## config.mk

```make
export PLATFORM = sky130hd
export DESIGN_NAME = hazard_ctrl
export DESIGN_NICKNAME = d
export VERILOG_FILES = /design/src/rtl/hazard_ctrl.sv
export SDC_FILE = /design/constraint.sdc
export NUM_CORES = 1
export LEC_CHECK = 0
export CAP_MARGIN = 15
export CORE_UTILIZATION = 40
export DETAILED_ROUTE_END_ITERATION = 12
export PLACE_DENSITY_LB_ADDON = 0.12
export SKIP_LAST_GASP = 1
export SLEW_MARGIN = 20
export SYNTH_ARGS = -nofsm -noshare
export SYNTH_HDL_FRONTEND = slang
export SYNTH_SLANG_ARGS = --single-unit
export TNS_END_PERCENT = 100
```

## constraint.sdc

```tcl
create_clock -name clk -period 1.7 [get_ports clk]
set_input_delay 0.34 -clock clk [delete_from_list [all_inputs] [get_ports clk]]
set_output_delay 0.34 -clock clk [all_outputs]
set_load 0.01 [all_outputs]
```

## src/rtl/hazard_ctrl.sv

```systemverilog
// ============================================================================
// Module   : hazard_ctrl
// Purpose  : Pipeline sequencing controller for the 5-stage, 8-register core.
//            Handles load-use stalls, taken branch/jump flushes and slow
//            data-memory handshakes in MEM. Outputs are Mealy so a stall
//            takes effect in the cycle the hazard is seen.
// Options  : HAZARD_PERF_CNT_EN adds stallCnt/flushCnt performance counters.
// Revision : 1.0 - initial release
// ============================================================================
`default_nettype none

module hazard_ctrl #(
    parameter int LOAD_STALL_CYCLES = 1,
    parameter int MEM_TIMEOUT       = 15
) (
    input  logic        clk,
    input  logic        rst,
    input  logic        memReadEX,
    input  logic [2:0]  rdEX,
    input  logic [2:0]  r1ID,
    input  logic [2:0]  r2ID,
    input  logic        useR1ID,
    input  logic        useR2ID,
    input  logic        branchTakenEX,
    input  logic        memReqMEM,
    input  logic        memReadyMEM,
    output logic        pcWrite,
    output logic        ifidWrite,
    output logic        ifidFlush,
    output logic        idexFlush,
    output logic        exmemWrite,
    output logic        memwbBubble,
    output logic [1:0]  state,
    output logic        memErr
`ifdef HAZARD_PERF_CNT_EN
    ,
    output logic [15:0] stallCnt,
    output logic [15:0] flushCnt
`endif
);

    localparam logic [1:0] c_RUN       = 2'b00;
    localparam logic [1:0] c_LOADSTALL = 2'b01;
    localparam logic [1:0] c_MEMWAIT   = 2'b10;

    localparam logic [2:0] c_STALL_INIT = 3'(LOAD_STALL_CYCLES - 1);
    localparam logic [7:0] c_TIMEOUT    = 8'(MEM_TIMEOUT);

    logic [1:0] r_state;
    logic [2:0] r_stallCnt;
    logic [7:0] r_toCnt;
    logic       r_memErr;

    logic [1:0] w_nextState;
    logic [2:0] w_nextStallCnt;
    logic [7:0] w_nextToCnt;
    logic       w_setErr;
    logic       w_branchFlush;
    logic       w_luh;
    logic       w_memWait;

    logic       w_pcWrite;
    logic       w_ifidWrite;
    logic       w_ifidFlush;
    logic       w_idexFlush;
    logic       w_exmemWrite;
    logic       w_memwbBubble;

    // Load-use hazard: EX load writes a register the ID instruction reads (r0 never hazards)
    assign w_luh = memReadEX && (rdEX != 3'd0) &&
                   ((useR1ID && (r1ID == rdEX)) || (useR2ID && (r2ID == rdEX)));

    assign w_memWait = memReqMEM && !memReadyMEM;

    // Next-state and Mealy output decode, highest-priority event wins
    always_comb begin
        w_nextState    = r_state;
        w_nextStallCnt = r_stallCnt;
        w_nextToCnt    = r_toCnt;
        w_setErr       = 1'b0;
        w_branchFlush  = 1'b0;
        w_pcWrite      = 1'b1;
        w_ifidWrite    = 1'b1;
        w_ifidFlush    = 1'b0;
        w_idexFlush    = 1'b0;
        w_exmemWrite   = 1'b1;
        w_memwbBubble  = 1'b0;

        case (r_state)
            c_RUN, c_LOADSTALL: begin
                if (w_memWait) begin
                    // Freeze everything; the load-use hazard (if any) is re-detected
                    // after release because ID/EX holds its contents.
                    w_pcWrite      = 1'b0;
                    w_ifidWrite    = 1'b0;
                    w_exmemWrite   = 1'b0;
                    w_memwbBubble  = 1'b1;
                    w_nextState    = c_MEMWAIT;
                    w_nextToCnt    = 8'd1;
                    w_nextStallCnt = 3'd0;
                end else if (branchTakenEX) begin
                    w_ifidFlush    = 1'b1;
                    w_idexFlush    = 1'b1;
                    w_branchFlush  = 1'b1;
                    w_nextState    = c_RUN;
                    w_nextStallCnt = 3'd0;
                end else if (w_luh || (r_state == c_LOADSTALL)) begin
                    w_pcWrite   = 1'b0;
                    w_ifidWrite = 1'b0;
                    w_idexFlush = 1'b1;
                    if (r_state == c_RUN) begin
                        if (LOAD_STALL_CYCLES <= 1) begin
                            w_nextState    = c_RUN;
                            w_nextStallCnt = 3'd0;
                        end else begin
                            w_nextState    = c_LOADSTALL;
                            w_nextStallCnt = c_STALL_INIT;
                        end
                    end else if (r_stallCnt <= 3'd1) begin
                        // Last bubble of this hazard
                        w_nextState    = c_RUN;
                        w_nextStallCnt = 3'd0;
                    end else begin
                        w_nextStallCnt = r_stallCnt - 3'd1;
                    end
                end
            end

            c_MEMWAIT: begin
                if (memReadyMEM) begin
                    w_nextState = c_RUN;
                    w_nextToCnt = 8'd0;
                end else if (r_toCnt >= c_TIMEOUT) begin
                    // Give up on the access and flag it; pipeline resumes
                    w_setErr    = 1'b1;
                    w_nextState = c_RUN;
                    w_nextToCnt = 8'd0;
                end else begin
                    w_pcWrite     = 1'b0;
                    w_ifidWrite   = 1'b0;
                    w_exmemWrite  = 1'b0;
                    w_memwbBubble = 1'b1;
                    if (r_toCnt != 8'hFF) begin
                        w_nextToCnt = r_toCnt + 8'd1;
                    end
                end
            end

            default: begin
                w_nextState    = c_RUN;
                w_nextStallCnt = 3'd0;
                w_nextToCnt    = 8'd0;
            end
        endcase
    end

    // State, counters and sticky error flag
    always_ff @(posedge clk or negedge rst) begin
        if (!rst) begin
            r_state    <= c_RUN;
            r_stallCnt <= 3'd0;
            r_toCnt    <= 8'd0;
            r_memErr   <= 1'b0;
        end else begin
            r_state    <= w_nextState;
            r_stallCnt <= w_nextStallCnt;
            r_toCnt    <= w_nextToCnt;
            if (w_setErr) begin
                r_memErr <= 1'b1;
            end
        end
    end

    // While reset is held the pipeline is frozen and filled with NOPs
    assign pcWrite     = rst & w_pcWrite;
    assign ifidWrite   = rst & w_ifidWrite;
    assign exmemWrite  = rst & w_exmemWrite;
    assign ifidFlush   = ~rst | w_ifidFlush;
    assign idexFlush   = ~rst | w_idexFlush;
    assign memwbBubble = ~rst | w_memwbBubble;
    assign state       = r_state;
    assign memErr      = r_memErr;

`ifdef HAZARD_PERF_CNT_EN
    logic [15:0] r_stallCnt16;
    logic [15:0] r_flushCnt16;

    // Saturating counts of PC-stalled cycles and branch flushes
    always_ff @(posedge clk or negedge rst) begin
        if (!rst) begin
            r_stallCnt16 <= 16'd0;
            r_flushCnt16 <= 16'd0;
        end else begin
            if (!w_pcWrite && (r_stallCnt16 != 16'hFFFF)) begin
                r_stallCnt16 <= r_stallCnt16 + 16'd1;
            end
            if (w_branchFlush && (r_flushCnt16 != 16'hFFFF)) begin
                r_flushCnt16 <= r_flushCnt16 + 16'd1;
            end
        end
    end

    assign stallCnt = r_stallCnt16;
    assign flushCnt = r_flushCnt16;
`endif

endmodule

`default_nettype wire

```

==> After elaboration in Yosys (flattened, before gate mapping) <==
Index checks and enable logic that the tools add are counted.
{ "word_totals": {"reg_bits": 14} }
{ "classes": {"add_sub_neg": 2, "order_cmp": 2, "n_eq_ne": 10, "mux": 40, "n_bitwise": 7, "reduce_logical": 14} }
{ "ops": {"columns": ["op", "count"], "rows": [
  ["$mux W8", 4],
  ["$mux W1", 18],
  ["$pmux W8 S2", 1],
  ["$mux W3", 5],
  ["$mux W2", 7],
  ["$add A8 B1 Y8 const B", 1],
  ["$ge A8 B4 Y1 const B", 1],
  ["$ne A4 B4 Y1 const B", 2],
  ["$ne A8 B8 Y1 const B", 1],
  ["$eq A3 B3 Y1", 2],
  ["$pmux W1 S2", 3],
  ["$pmux W3 S2", 1],
  ["$logic_and A1 B1 Y1", 5],
  ["$ne A5 B5 Y1 const B", 1],
  ["$pmux W2 S2", 1],
  ["$reduce_and A2 Y1", 2],
  ["$le A3 B1 Y1 const B", 1],
  ["$ne A3 B3 Y1 const B", 1],
  ["$or A1 B1 Y1", 3],
  ["$reduce_and A3 Y1", 1],
  ["$reduce_bool A3 Y1", 1],
  ["$sub A3 B1 Y3 const B", 1],
  ["$and A1 B1 Y1", 2],
  ["$eq A2 B1 Y1 const B", 1],
  ["other kinds (7)", 9]
]} }

==> Longest topological paths before layout <==
Gate-level depths: netlist of the first run.
{ "logic_depth": {"ltp_word": 10, "ltp_mapped": 6, "ltp_nobuf": 5} }

==> Worst setup path before layout of the first run <==
Ideal clock, no wire load.
{ "synth_path": {"path_kind": "flip-flop to output port", "start": "register r_state[1] (netlist: state[1])", "end": "output pcWrite", "arrival_ns": 1.496, "slack_ns": -0.136, "stages_incl_launch_ff": 7, "path_cell_list": "dfrtp_1 -> clkbuf_2 -> and2b_1 -> nand3_1 -> o211ai_1 -> a31oi_1 -> buf_4"} }
{ "synth_between": {"elab_chain_cells": 7, "word_cells_on_any_way": 10, "classes_between": "eq/ne: 2; mux: 4; bitwise: 1; reduce/logical: 3"} }
{ "synth_rtl": {"columns": ["item", "line", "rtl"], "rows": [
  ["from (decl)", "49", "logic [1:0] r_state;"],
  ["from (signal assigned)", "160", "r_state <= c_RUN;"],
  ["from (signal assigned)", "165", "r_state <= w_nextState;"],
  ["$eq A2 B1 Y1", null, null],
  ["$logic_or A1 B1 Y1", "107", "end else if (w_luh || (r_state == c_LOADSTALL)) begin"],
  ["$mux W1 (3 in a row)", null, null],
  ["$pmux W1 S2 (*)", null, null],
  ["$and A1 B1 Y1 (*)", null, null],
  ["to (decl)", "27", "output logic pcWrite,"]
]} }
Every way passes the cells marked *; elsewhere a longest branch is shown, timed or not.

==> Worst setup path in the final report of the first run <==
{ "layout_path": {"start": "register r_toCnt[6]", "end": "output exmemWrite"} }
{ "layout_between": {"elab_chain_cells": 5} }
{ "layout_rtl": {"columns": ["item", "line", "rtl"], "rows": [
  ["from (decl)", "51", "logic [7:0] r_toCnt;"],
  ["from (signal assigned)", "167", "r_toCnt <= w_nextToCnt;"],
  ["$ge A8 B4 Y1", "133", "end else if (r_toCnt >= c_TIMEOUT) begin"],
  ["$mux W1", "133", null],
  ["$mux W1", "130", "if (memReadyMEM) begin"],
  ["$pmux W1 S2", "89", "case (r_state)"],
  ["$and A1 B1 Y1", "177", "assign exmemWrite = rst & w_exmemWrite;"],
  ["to (decl)", "31", "output logic exmemWrite,"]
]} }
Every way passes these cells.

==> results of run 1 <==
## stage by stage
| step | hold WS, ns | TNS (ns) | setup WS (ns) | instance area, sq um | utilization |
|---|---|---|---|---|---|
| final | 0.401 | -0.796 | -0.204 | 1070 | 0.786 |
| after global routing | 0.428 | -1.29 | -0.319 | 1070 | 0.786 |
| after CTS | 0.402 | -0.794 | -0.203 | 1040 | 0.760 |
| after detailed placement | 0.461 | -3.66 | -0.669 | 1000 | 0.735 |
| after global placement | 0.451 | -3.49 | -0.631 | 1000 | 0.735 |
| after floorplan | 0.0444 | -0.0616 | -0.0616 | 632 | - |
## cells by family (layout without fill, tap and decap cells)
kind of cell	count (synthesis)	after routing
xor gates and xnor gates	8	8
and+or+nand+nor	23	23
DFF	10	10
adders and majority gates	1	1
buffers and inverters	5	54
other	1	1
AOI/OAI and AO/OA	15	15
## worst paths after layout
| path | from | end | slack (ns) |
|---|---|---|---|
| min in group clk | memErr | memErr | 0.47 |
| setup reg to reg | r_toCnt[6] | r_toCnt[2] | 0.12 |
| hold reg to reg | memErr | memErr | 0.47 |
| setup / recovery | r_toCnt[6] | exmemWrite | -0.20 |
| max in group asynchronous | rst | memErr | 1.10 |
| hold / removal | rst | r_toCnt[5] | 0.40 |
## power by group
group | total [W] | internal, W | switching, W
sequential | 0.000263 | 0.000252 | 0.0000117
combinational | 0.000220 | 0.000127 | 0.0000939
clock | 0.000222 | 0.000130 | 0.0000921
total | 0.000706 | 0.000508 | 0.000198
## registers in the layout, summed over array words and instances, names as in the netlist
| signal | count |
|---|---|
| state | 1 |
| memErr | 1 |
| r_toCnt | 8 |
## what timing repair did
item	CTS	global route
pin swaps	13	4
setup buffers	3	2
hold buffers	0	0
setup endpoints to repair	6	5
cloned	0	0
gates resized for setup	40	4
## cell type report
cell class	count	area, sq um	share of cell area
clock buffer	4	36.3	0.0338
inverter	2	7.51	0.00699
sequential	10	250	0.233
timing repair buffer	48	383	0.357
tap	15	18.8	0.0175
multi-input combinational	48	378	0.352
## Yosys cell counts
| master | n |
|---|---|
| sky130_fd_sc_hd__nand2b_1 | 1 |
| sky130_fd_sc_hd__conb_1 | 1 |
| sky130_fd_sc_hd__a32o_1 | 1 |
| sky130_fd_sc_hd__nor2b_1 | 1 |
| sky130_fd_sc_hd__o2111ai_1 | 1 |
| sky130_fd_sc_hd__o21ba_2 | 1 |
| sky130_fd_sc_hd__clkbuf_2 | 1 |
| sky130_fd_sc_hd__and4_1 | 1 |
| sky130_fd_sc_hd__nand3_1 | 2 |
| sky130_fd_sc_hd__dfrtp_1 | 10 |
| sky130_fd_sc_hd__a21oi_1 | 2 |
| sky130_fd_sc_hd__nand4_1 | 3 |
| sky130_fd_sc_hd__and2_2 | 1 |
| sky130_fd_sc_hd__o21ai_0 | 1 |
| sky130_fd_sc_hd__a21o_2 | 1 |
| sky130_fd_sc_hd__inv_1 | 2 |
| sky130_fd_sc_hd__and2_1 | 2 |
| sky130_fd_sc_hd__o31a_1 | 1 |
| sky130_fd_sc_hd__nor4_4 | 1 |
| sky130_fd_sc_hd__and2b_1 | 1 |
| sky130_fd_sc_hd__nand2_1 | 3 |
| sky130_fd_sc_hd__xor2_1 | 2 |
| sky130_fd_sc_hd__a31o_2 | 1 |
| sky130_fd_sc_hd__nor2_1 | 6 |
| sky130_fd_sc_hd__o21ai_2 | 1 |
| sky130_fd_sc_hd__o211ai_1 | 1 |
| sky130_fd_sc_hd__buf_4 | 2 |
| sky130_fd_sc_hd__xnor2_1 | 6 |
| sky130_fd_sc_hd__a31oi_1 | 2 |
| sky130_fd_sc_hd__o31ai_1 | 1 |
| sky130_fd_sc_hd__ha_1 | 1 |
| sky130_fd_sc_hd__o21a_1 | 1 |
| sky130_fd_sc_hd__or2_2 | 1 |
## worst max-delay path: cells and delay by family (launching register included)
family / cells / cell delay [ns]
compound gates: 1 / 0.19
flops: 1 / 0.41
buf+inv: 2 / 0.22
simple gates: 2 / 0.48
## routing by layer
| metal | GRT usage | part of all wire | vias to the layer above |
|---|---|---|---|
| met1 | 0.294 | 0.43 | 310 |
| met5 | 0 | 0 | - |
| met4 | 0.0726 | 0.0099 | 0 |
| met2 | 0.488 | 0.52 | 16 |
| met3 | 0.0543 | 0.037 | 2 |
| li1 | - | - | 322 |
==> impl_metrics.sql, run 1 <==
INSERT INTO impl_metrics (metric_group, metric, value, unit) VALUES
('global_route', 'globalRouteTotalUtil', '0.262', ''),
('synth', 'synth.area.mux_share', '0', ''),
('clock_network', 'cts.root.buffer_cell', 'sky130_fd_sc_hd__clkbuf_4', ''),
('final_layout', 'mostFrequentLayoutCell', 'sky130_fd_sc_hd__buf_4', ''),
('global_route', 'grt_start_max_net_pins', '7', ''),
('run_status', 'violations', 'negative setup slack', ''),
('synth', 'post_synth_xor_area_fraction', '0.114', ''),
('final_layout', 'filler_cell_count', '100', ''),
('synth', 'synth_adder_area_share', '0.0203', ''),
('setup_path', 'startpoint_type', 'flip-flop', ''),
('timing', 'period_needed', '1.90', 'ns'),
('die', 'dieWidth', '41.3', 'um'),
('detailed_routing', 'final_antenna_net_count', '0', ''),
('final_layout', 'nNetsFinal', '131', ''),
('die', 'die_h', '41.3', 'um'),
('timing', 'final.setup_skew', '0.00589', 'ns'),
('synth', 'synthesis.nets', '81', ''),
('synth', 'synth_area_in_compound_gates', '0.185', ''),
('synth', 'ys.warnings.count', '0', ''),
('timing', 'fin_crit_share', '1.12', ''),
('final_layout', 'antenna_cells', '0', ''),
('setup_path', 'r2r.worst_path.cells', '7', ''),
('setup_path', 'endpoint_kind', 'output port', ''),
('clock_network', 'cts_tree', 'done', ''),
('synth', 'synth_area', '617', 'sq um'),
('place', 'gp_congestion', '0.786', ''),
('synth', 'seq_area_frac_synth', '0.406', ''),
('clock_network', 'cts_sinks', '10', ''),
('timing', 'maxSlewViolCount', '0', ''),
('final_layout', 'drive_above_1_share', '0.420', ''),
('clock_network', 'clockBufferDepth', '2', ''),
('detailed_routing', 'detailedRoute.firstIterationViolations', '7', ''),
('setup_path', 'slowest_delay', '0.41', 'ns'),
('setup_path', 'worst-path-max-fanout', '3', ''),
('power', 'post-layout-total-power', '0.000706', 'W'),
('final_layout', 'most-common-layout-cells', '24 x sky130_fd_sc_hd__buf_4, 11 x sky130_fd_sc_hd__dlygate4sd2_1, 10 x sky130_fd_sc_hd__dfrtp_1', ''),
('setup_path', 'critical_path.cell_chain', 'nor4_4 -> nand3_2 -> o211ai_1 -> inv_1 -> buf_2', ''),
('global_route', 'grt_antenna_before_repair', '0', ''),
('global_route', 'first_pass_grt_wire_length', '2.77', 'mm'),
('synth', 'combinational_family_with_the_most_area_after_synthesis', 'simple AND/OR/NAND/NOR gates', ''),
('synth', 'yosysUniqueCellTypes', '33', ''),
('synth', 'post_synth.cell_area_avg', '9.79', 'sq um'),
('synth', 'synth.ff_latch_count', '10', ''),
('synth', 'synth_top_area_frac', '0.406', ''),
('place', 'detailed_placer_s_ending_hpwl', '1.40', 'mm'),
('timing', 'setup_ws', '-0.204', 'ns'),
('detailed_routing', 'drt_drc_violations_left', '0', ''),
('die', 'fp.dieArea', '1700', 'sq um'),
('die', 'placement_row_count', '13', ''),
('die', 'floorplan.core_area', '1370', 'sq um'),
('clock_network', 'worst_setup_hold_path_clk_slew', '0.07', 'ns'),
('clock_network', 'htree_levels', '1', ''),
('die', 'initial_core_util', '0.451', ''),
('power', 'leakagePower', '0.532', 'nW'),
('final_layout', 'final_cells', '127', ''),
('run_status', 'status', 'finished with violations', ''),
('final_layout', 'syn_to_final_growth', '74.0', '%'),
('die', 'boundaryPins', '26', ''),
('global_route', 'grt_pass1_vias', '677', ''),
('detailed_routing', 'via_count', '650', ''),
('place', 'port_buffers', '24', ''),
('clock_network', 'cts-buffers-inserted', '3', ''),
('setup_path', 'timing_worst_setup_path_type', 'reg2out', ''),
('power', 'power.density', '658', 'nW/um^2'),
('min_path', 'hold_path.class', 'in2async', ''),
('setup_path', 'worst-endpoint-required', '1.36', 'ns'),
('detailed_routing', 'vias_per_cell', '5.12', ''),
('timing', 'timing.final.setup_violations', '5', ''),
('timing', 'finalHoldViolations', '0', ''),
('job', 'drv_cap', '0', ''),
('global_route', 'grt_overflow_total', '0', '');
No activity file was read; power rests on OpenSTA's default activity.
==> run 2: changes to the inputs <==
==> constraint.sdc (replaced) <==
create_clock -name clk -period 1.9 [get_ports clk]
set_input_delay 0.38 -clock clk [delete_from_list [all_inputs] [get_ports clk]]
set_output_delay 0.38 -clock clk [all_outputs]
set_load 0.02 [all_outputs]
==> run 2 against run 1 <==
The flow still finishes with violations (negative setup slack). Combinational power down 5%. Hold slack better by 0.095 ns. Wire length up 13%. Critical path type unchanged. Utilization down 0.18 points. Count of clock-buffer cells in the layout unchanged. Register-to-register slack better by 0.27 ns. Non-clock buffer count down 3. Cell area down 0.23%. Largest power group unchanged.
==> impl_metrics.sql, run 2 (synthesized netlist as in run 1, its figures left out) <==
INSERT INTO impl_metrics (metric_group, metric, value, unit) VALUES
('run_status', 'status', 'finished with violations', ''),
('run_status', 'violations', 'negative setup slack', ''),
('setup_path', 'cp_top_family', 'simple AND/OR/NAND/NOR gates', ''),
('timing', 'fin_crit_share', '1.03', ''),
('final_layout', 'mostFrequentLayoutCell', 'sky130_fd_sc_hd__buf_4', ''),
('detailed_routing', 'drt-wirelength-per-cell', '16.5', 'um'),
('clock_network', 'htree_levels', '1', ''),
('power', 'power.density', '602', 'nW/um^2'),
('min_path', 'hold_path.class', 'in2async', ''),
('die', 'floorplan.core_area', '1370', 'sq um'),
('global_route', 'grt_pass1_vias', '660', ''),
('final_layout', 'number_of_flip_flops_in_the_largest_register', '8', ''),
('detailed_routing', 'drt_drc_violations_left', '0', ''),
('power', 'power.share.clock', '0.308', ''),
('die', 'die_h', '41.3', 'um'),
('timing', 'finalHoldViolations', '0', ''),
('timing', 'maxSlewViolCount', '0', ''),
('detailed_routing', 'vias_per_cell', '5.44', ''),
('clock_network', 'postCtsHoldBufs', '0', ''),
('clock_network', 'clockBufferDepth', '2', ''),
('clock_network', 'worst_setup_hold_path_clk_slew', '0.07', 'ns'),
('clock_network', 'cts_sinks', '10', ''),
('global_route', 'most_used_routing_layer', 'met2', ''),
('global_route', 'grt_overflow_total', '0', ''),
('power', 'vdd_ir_drop_max', '556', 'uV'),
('final_layout', 'syn_to_final_growth', '73.6', '%'),
('global_route', 'first_pass_grt_wire_length', '2.99', 'mm'),
('final_layout', 'most-common-layout-cells', '23 x sky130_fd_sc_hd__buf_4, 11 x sky130_fd_sc_hd__clkdlybuf4s50_1, 9 x sky130_fd_sc_hd__dfrtp_1', ''),
('die', 'fp.dieArea', '1700', 'sq um'),
('setup_path', 'cp_data_arrival_time', '1.57', 'ns'),
('detailed_routing', 'detailedRoute.firstIterationViolations', '10', ''),
('timing', 'achievable-frequency', '0.513', 'GHz'),
('setup_path', 'critical_path_buf_inv_count', '1', ''),
('detailed_routing', 'drt_pre_antenna_iters', '4', ''),
('global_route', 'groute.layer.met1.usage', '0.316', ''),
('power', 'leakagePower', '0.531', 'nW'),
('place', 'place_ws', '-0.729', 'ns'),
('clock_network', 'post_cts.repair.setup_buffers', '0', ''),
('setup_path', 'startpoint_type', 'flip-flop', ''),
('timing', 'period_needed', '1.95', 'ns'),
('global_route', 'met2_usage', '0.531', ''),
('setup_path', 'cp_slowest_cell', 'sky130_fd_sc_hd__dfrtp_1', ''),
('setup_path', 'slowest_delay', '0.41', 'ns'),
('power', 'power_frac_comb', '0.326', ''),
('final_layout', 'drive_above_1_share', '0.422', ''),
('final_layout', 'multi_input_comb_area', '373', 'sq um'),
('die', 'dieWidth', '41.3', 'um'),
('final_layout', 'nNetsFinal', '128', ''),
('timing', 'final.setup_skew', '0.00269', 'ns'),
('final_layout', 'filler_cell_count', '103', ''),
('setup_path', 'worst-endpoint-required', '1.52', 'ns'),
('power', 'cellInternalPower', '0.000456', 'W'),
('place', 'detailed_placer_s_ending_hpwl', '1.58', 'mm'),
('global_route', 'globalRouteTotalUtil', '0.289', ''),
('die', 'initial_core_util', '0.451', ''),
('timing', 'setup_ws', '-0.0481', 'ns'),
('setup_path', 'endpoint_kind', 'output port', ''),
('clock_network', 'worst_skew_pair.late_latency', '0.27', 'ns'),
('clock_network', 'cts.root.buffer_cell', 'sky130_fd_sc_hd__clkbuf_4', ''),
('final_layout', 'largest-register', 'r_toCnt', ''),
('clock_network', 'cts_tree', 'done', ''),
('timing', 'unrepaired_setup_endpoints_after_global_routing', 'true', ''),
('place', 'port_buffers', '24', ''),
('place', 'gp_congestion', '0.837', ''),
('detailed_routing', 'final_antenna_net_count', '0', ''),
('final_layout', 'antenna_cells', '0', ''),
('setup_path', 'worst-path-max-fanout', '3', ''),
('clock_network', 'cts-buffers-inserted', '3', ''),
('job', 'drv_cap', '0', ''),
('power', 'post-layout-total-power', '0.000645', 'W'),
('final_layout', 'regArea', '251', 'sq um'),
('power', 'switching_fraction_of_total_power', '0.292', ''),
('die', 'placement_row_count', '13', ''),
('setup_path', 'critical_path.cell_chain', 'nor4_4 -> nand3_2 -> o211ai_1 -> a31oi_2 -> buf_4', ''),
('power', 'power_frac_seq', '0.366', ''),
('power', 'p_switching', '0.000189', 'W'),
('setup_path', 'timing_worst_setup_path_type', 'reg2out', ''),
('timing', 'totalNegativeSetupSlack', '-0.166', 'ns'),
('detailed_routing', 'total_routed_wirelength', '2.05', 'mm'),
('die', 'boundaryPins', '26', ''),
('global_route', 'groute.layer.met3.usage', '0.0435', ''),
('global_route', 'grt_start_max_net_pins', '8', ''),
('global_route', 'grt_antenna_before_repair', '0', ''),
('timing', 'timing.final.setup_violations', '4', ''),
('detailed_routing', 'via_count', '674', '');
run 2: path summary, 6_finish.rpt:
kind                                   end  startpoint  cells after the start  slack [ns]
worst max-delay path             ifidWrite  r_toCnt[6]                      5       -0.05
worst min-delay path                memErr         rst                      2        0.50
worst max register to register  r_toCnt[7]  r_toCnt[0]                      6        0.39
worst min register to register      memErr      memErr                      1        0.50
max in group asynchronous         state[1]         rst                      3        1.21
min in group clk                    memErr      memErr                      1        0.50
run 2: metrics by stage:
step,area (sq um),hold WS (ns),utilization,std cells
finish,1070,0.496,0.784,124
CTS,1040,0.490,0.759,124
global route,1070,0.521,0.784,124
floorplan,633,0.0844,-,63
global placement,1020,0.441,0.747,120
detailed placement,1020,0.480,0.747,120
run 2: final cells by class:
class | instances | share of cell area
clock buffer | 4 | 0.0339
sequential | 10 | 0.235
multi-input combinational | 48 | 0.348
inverter | 2 | 0.00701
tap | 15 | 0.0175
timing repair buffer | 45 | 0.359
run 2: metal layers:
metal  vias up  routed length, um
li1        316                  -
met1       324                802
met2        27               1090
met3         7                112
met4         0                 48
met5         -                  0
run 2: repair_timing:
action / in CTS / in global routing
endpoints found under the setup margin: 6 / 5
gates resized for setup: 35 / 9
pin swaps: 5 / 7
run 2: power by group through the flow:
stage | Combinational, W | Clock, W | Sequential [W]
floorplan | 0.0000840 | 0 | 0.000241
global placement | 0.000202 | 0 | 0.000237
detailed placement | 0.000207 | 0 | 0.000238
CTS | 0.000202 | 0.000198 | 0.000235
global route | 0.000226 | 0.000206 | 0.000236
finish | 0.000210 | 0.000199 | 0.000236
==> run 3: changes to the inputs <==
--- a/config.mk
+++ b/config.mk
@@ -6,6 +6,7 @@
 export NUM_CORES = 1
 export LEC_CHECK = 0
 export CAP_MARGIN = 15
+export CORE_MARGIN = 4
 export CORE_UTILIZATION = 40
 export DETAILED_ROUTE_END_ITERATION = 12
 export PLACE_DENSITY_LB_ADDON = 0.12
==> run 3 against run 2 <==
The run still ends with negative setup slack left. Critical path depth grew 1. Cell area grew 2.5%. Non-clock buffer count is the same. Die area grew 31%. Via count shrank 1.3%. Count of clock-buffer cells in the layout is the same. Critical path type is now in2out. Largest cell class unchanged.
==> impl_metrics.sql, run 3 (synthesized netlist as in run 1, its figures left out) <==
INSERT INTO impl_metrics (metric_group, metric, value, unit) VALUES
('place', 'gp_congestion', '0.862', ''),
('detailed_routing', 'drt-wirelength-per-cell', '15.1', 'um'),
('global_route', 'first_pass_grt_wire_length', '3.05', 'mm'),
('die', 'fp.dieArea', '2230', 'sq um'),
('min_path', 'worst_hold_startpoint', 'memErr', ''),
('die', 'placement_row_count', '13', ''),
('setup_path', 'regToRegSetupSlack', '0.35', 'ns'),
('run_status', 'violations', 'negative setup slack', ''),
('die', 'initial_core_util', '0.446', ''),
('final_layout', 'syn_to_final_growth', '77.9', '%'),
('die', 'floorplan.core_area', '1380', 'sq um'),
('timing', 'timing.final.setup_violations', '5', ''),
('place', 'port_buffers', '24', ''),
('place', 'detailed_placer_s_ending_hpwl', '1.45', 'mm'),
('clock_network', 'cts-buffers-inserted', '3', ''),
('final_layout', 'mostFrequentLayoutCell', 'sky130_fd_sc_hd__buf_4', ''),
('min_path', 'hold_path.class', 'reg2reg', ''),
('final_layout', 'filler_cell_count', '98', ''),
('final_layout', 'final_cells', '124', ''),
('clock_network', 'cts.root.buffer_cell', 'sky130_fd_sc_hd__clkbuf_4', ''),
('setup_path', 'startpoint_type', 'input pin', ''),
('final_layout', 'number_of_flip_flops_in_the_largest_register', '8', ''),
('final_layout', 'nNetsFinal', '128', ''),
('place', 'placed_cells_incl_taps', '118', ''),
('global_route', 'grt_pass1_vias', '730', ''),
('detailed_routing', 'detailedRoute.firstIterationViolations', '6', ''),
('setup_path', 'rr_startpoint', 'r_toCnt[1]', ''),
('die', 'boundaryPins', '26', ''),
('detailed_routing', 'via_count', '665', ''),
('job', 'drv_cap', '0', ''),
('detailed_routing', 'drt_drc_violations_left', '0', ''),
('final_layout', 'drive_above_1_share', '0.413', ''),
('die', 'dieWidth', '47.3', 'um'),
('global_route', 'grt_antenna_before_repair', '0', ''),
('timing', 'period_needed', '2.02', 'ns'),
('global_route', 'globalRouteTotalUtil', '0.199', ''),
('place', 'place_ws', '-0.655', 'ns'),
('setup_path', 'r2r.worst_path.cells', '6', ''),
('setup_path', 'timing_worst_setup_path_type', 'in2out', ''),
('clock_network', 'postCtsHoldBufs', '0', ''),
('timing', 'final.setup_skew', '0.000827', 'ns'),
('timing', 'finalHoldViolations', '0', ''),
('clock_network', 'clockBufferDepth', '2', ''),
('clock_network', 'cts_tree', 'done', ''),
('detailed_routing', 'final_antenna_net_count', '0', ''),
('final_layout', 'largest-register', 'r_toCnt', ''),
('min_path', 'hold_end', 'memErr', ''),
('power', 'power.density', '597', 'nW/um^2'),
('run_status', 'status', 'finished with violations', ''),
('power', 'vdd_ir_drop_max', '480', 'uV'),
('timing', 'maxSlewViolCount', '0', ''),
('timing', 'achievable-frequency', '0.496', 'GHz'),
('clock_network', 'worst_setup_hold_path_clk_slew', '0.07', 'ns'),
('setup_path', 'worst-path-max-fanout', '3', ''),
('clock_network', 'worst_skew_pair.late_latency', '0.27', 'ns'),
('die', 'die_h', '47.3', 'um'),
('timing', 'fin_crit_share', '1.06', ''),
('detailed_routing', 'drt_pre_antenna_iters', '4', ''),
('setup_path', 'worst-endpoint-required', '1.52', 'ns'),
('min_path', 'whs_path_depth', '1', ''),
('global_route', 'grt_overflow_total', '0', ''),
('power', 'leakagePower', '0.511', 'nW'),
('timing', 'setup_ws', '-0.117', 'ns'),
('setup_path', 'endpoint_kind', 'output port', ''),
('setup_path', 'crit-reg2reg-capture', 'r_toCnt[6]', ''),
('clock_network', 'cts_sinks', '10', ''),
('timing', 'hold-worst-slack', '0.467', 'ns'),
('detailed_routing', 'vias_per_cell', '5.36', ''),
('clock_network', 'htree_levels', '1', ''),
('detailed_routing', 'total_routed_wirelength', '1.87', 'mm'),
('timing', 'unrepaired_setup_endpoints_after_global_routing', 'true', ''),
('global_route', 'grt_start_max_net_pins', '7', ''),
('final_layout', 'antenna_cells', '0', ''),
('setup_path', 'cp_data_arrival_time', '1.64', 'ns'),
('final_layout', 'most-common-layout-cells', '21 x sky130_fd_sc_hd__buf_4, 15 x sky130_fd_sc_hd__clkdlybuf4s50_1, 9 x sky130_fd_sc_hd__dfrtp_1', '');
## run 3: metal layers
layer / global-route usage / part of all wire
met2: 0.353 / 0.53
met1: 0.201 / 0.38
met3: 0.0728 / 0.068
met4: 0.105 / 0.026
met5: 0 / 0
## run 3: worst max-delay path: stages
cell and delay, ns:
sky130_fd_sc_hd__clkdlybuf4s50_1 0.47, sky130_fd_sc_hd__xnor2_1 0.23, sky130_fd_sc_hd__nand4_1 0.15, sky130_fd_sc_hd__nand2_2 0.12
sky130_fd_sc_hd__a31o_2 0.17, sky130_fd_sc_hd__buf_6 0.11
## run 3: layout make-up
cell class | count | area (sq um) | area share
timing repair buffer | 45 | 402 | 0.366
multi-input combinational | 48 | 382 | 0.348
sequential | 10 | 251 | 0.229
clock buffer | 4 | 36.3 | 0.0331
tap | 15 | 18.8 | 0.0171
inverter | 2 | 7.51 | 0.00684
## run 3: repair_timing
action / CTS / global route
pin swaps: 5 / 2
resized for setup: 45 / 2
endpoints found under the setup margin: 6 / 6
setup buffers: 2 / 0
## run 3: report_power, final
group | total (W) | switching [W] | internal, W
registers | 0.000238 | 0.0000128 | 0.000226
logic | 0.000224 | 0.0000967 | 0.000127
clock network | 0.000193 | 0.0000766 | 0.000116
total | 0.000655 | 0.000186 | 0.000469
## run 3: worst max-delay path by stage
stage / from / endpoint / slack, ns / cells after the start
2_1_floorplan: state[1] / pcWrite / -0.18 / 6
5_1_grt: r_toCnt[6] / ifidWrite / -0.17 / 6
4_1_cts: r_toCnt[5] / ifidWrite / -0.06 / 6
3_5_place_dp: memReadyMEM / ifidWrite / -0.66 / 6
6_report: rdEX[0] / idexFlush / -0.12 / 6
3_3_place_gp: memReqMEM / idexFlush / -0.61 / 6
## run 3: stage by stage
step                      power, W  instance area [sq um]  utilization  setup TNS (ns)
after floorplan           0.000325                    633            -          -0.179
after CTS                 0.000653                   1090        0.789          -0.224
after global placement    0.000433                   1010        0.728           -3.34
after detailed placement  0.000438                   1010        0.728           -3.68
final                     0.000655                   1100        0.794          -0.392
after global routing      0.000686                   1100        0.794          -0.781
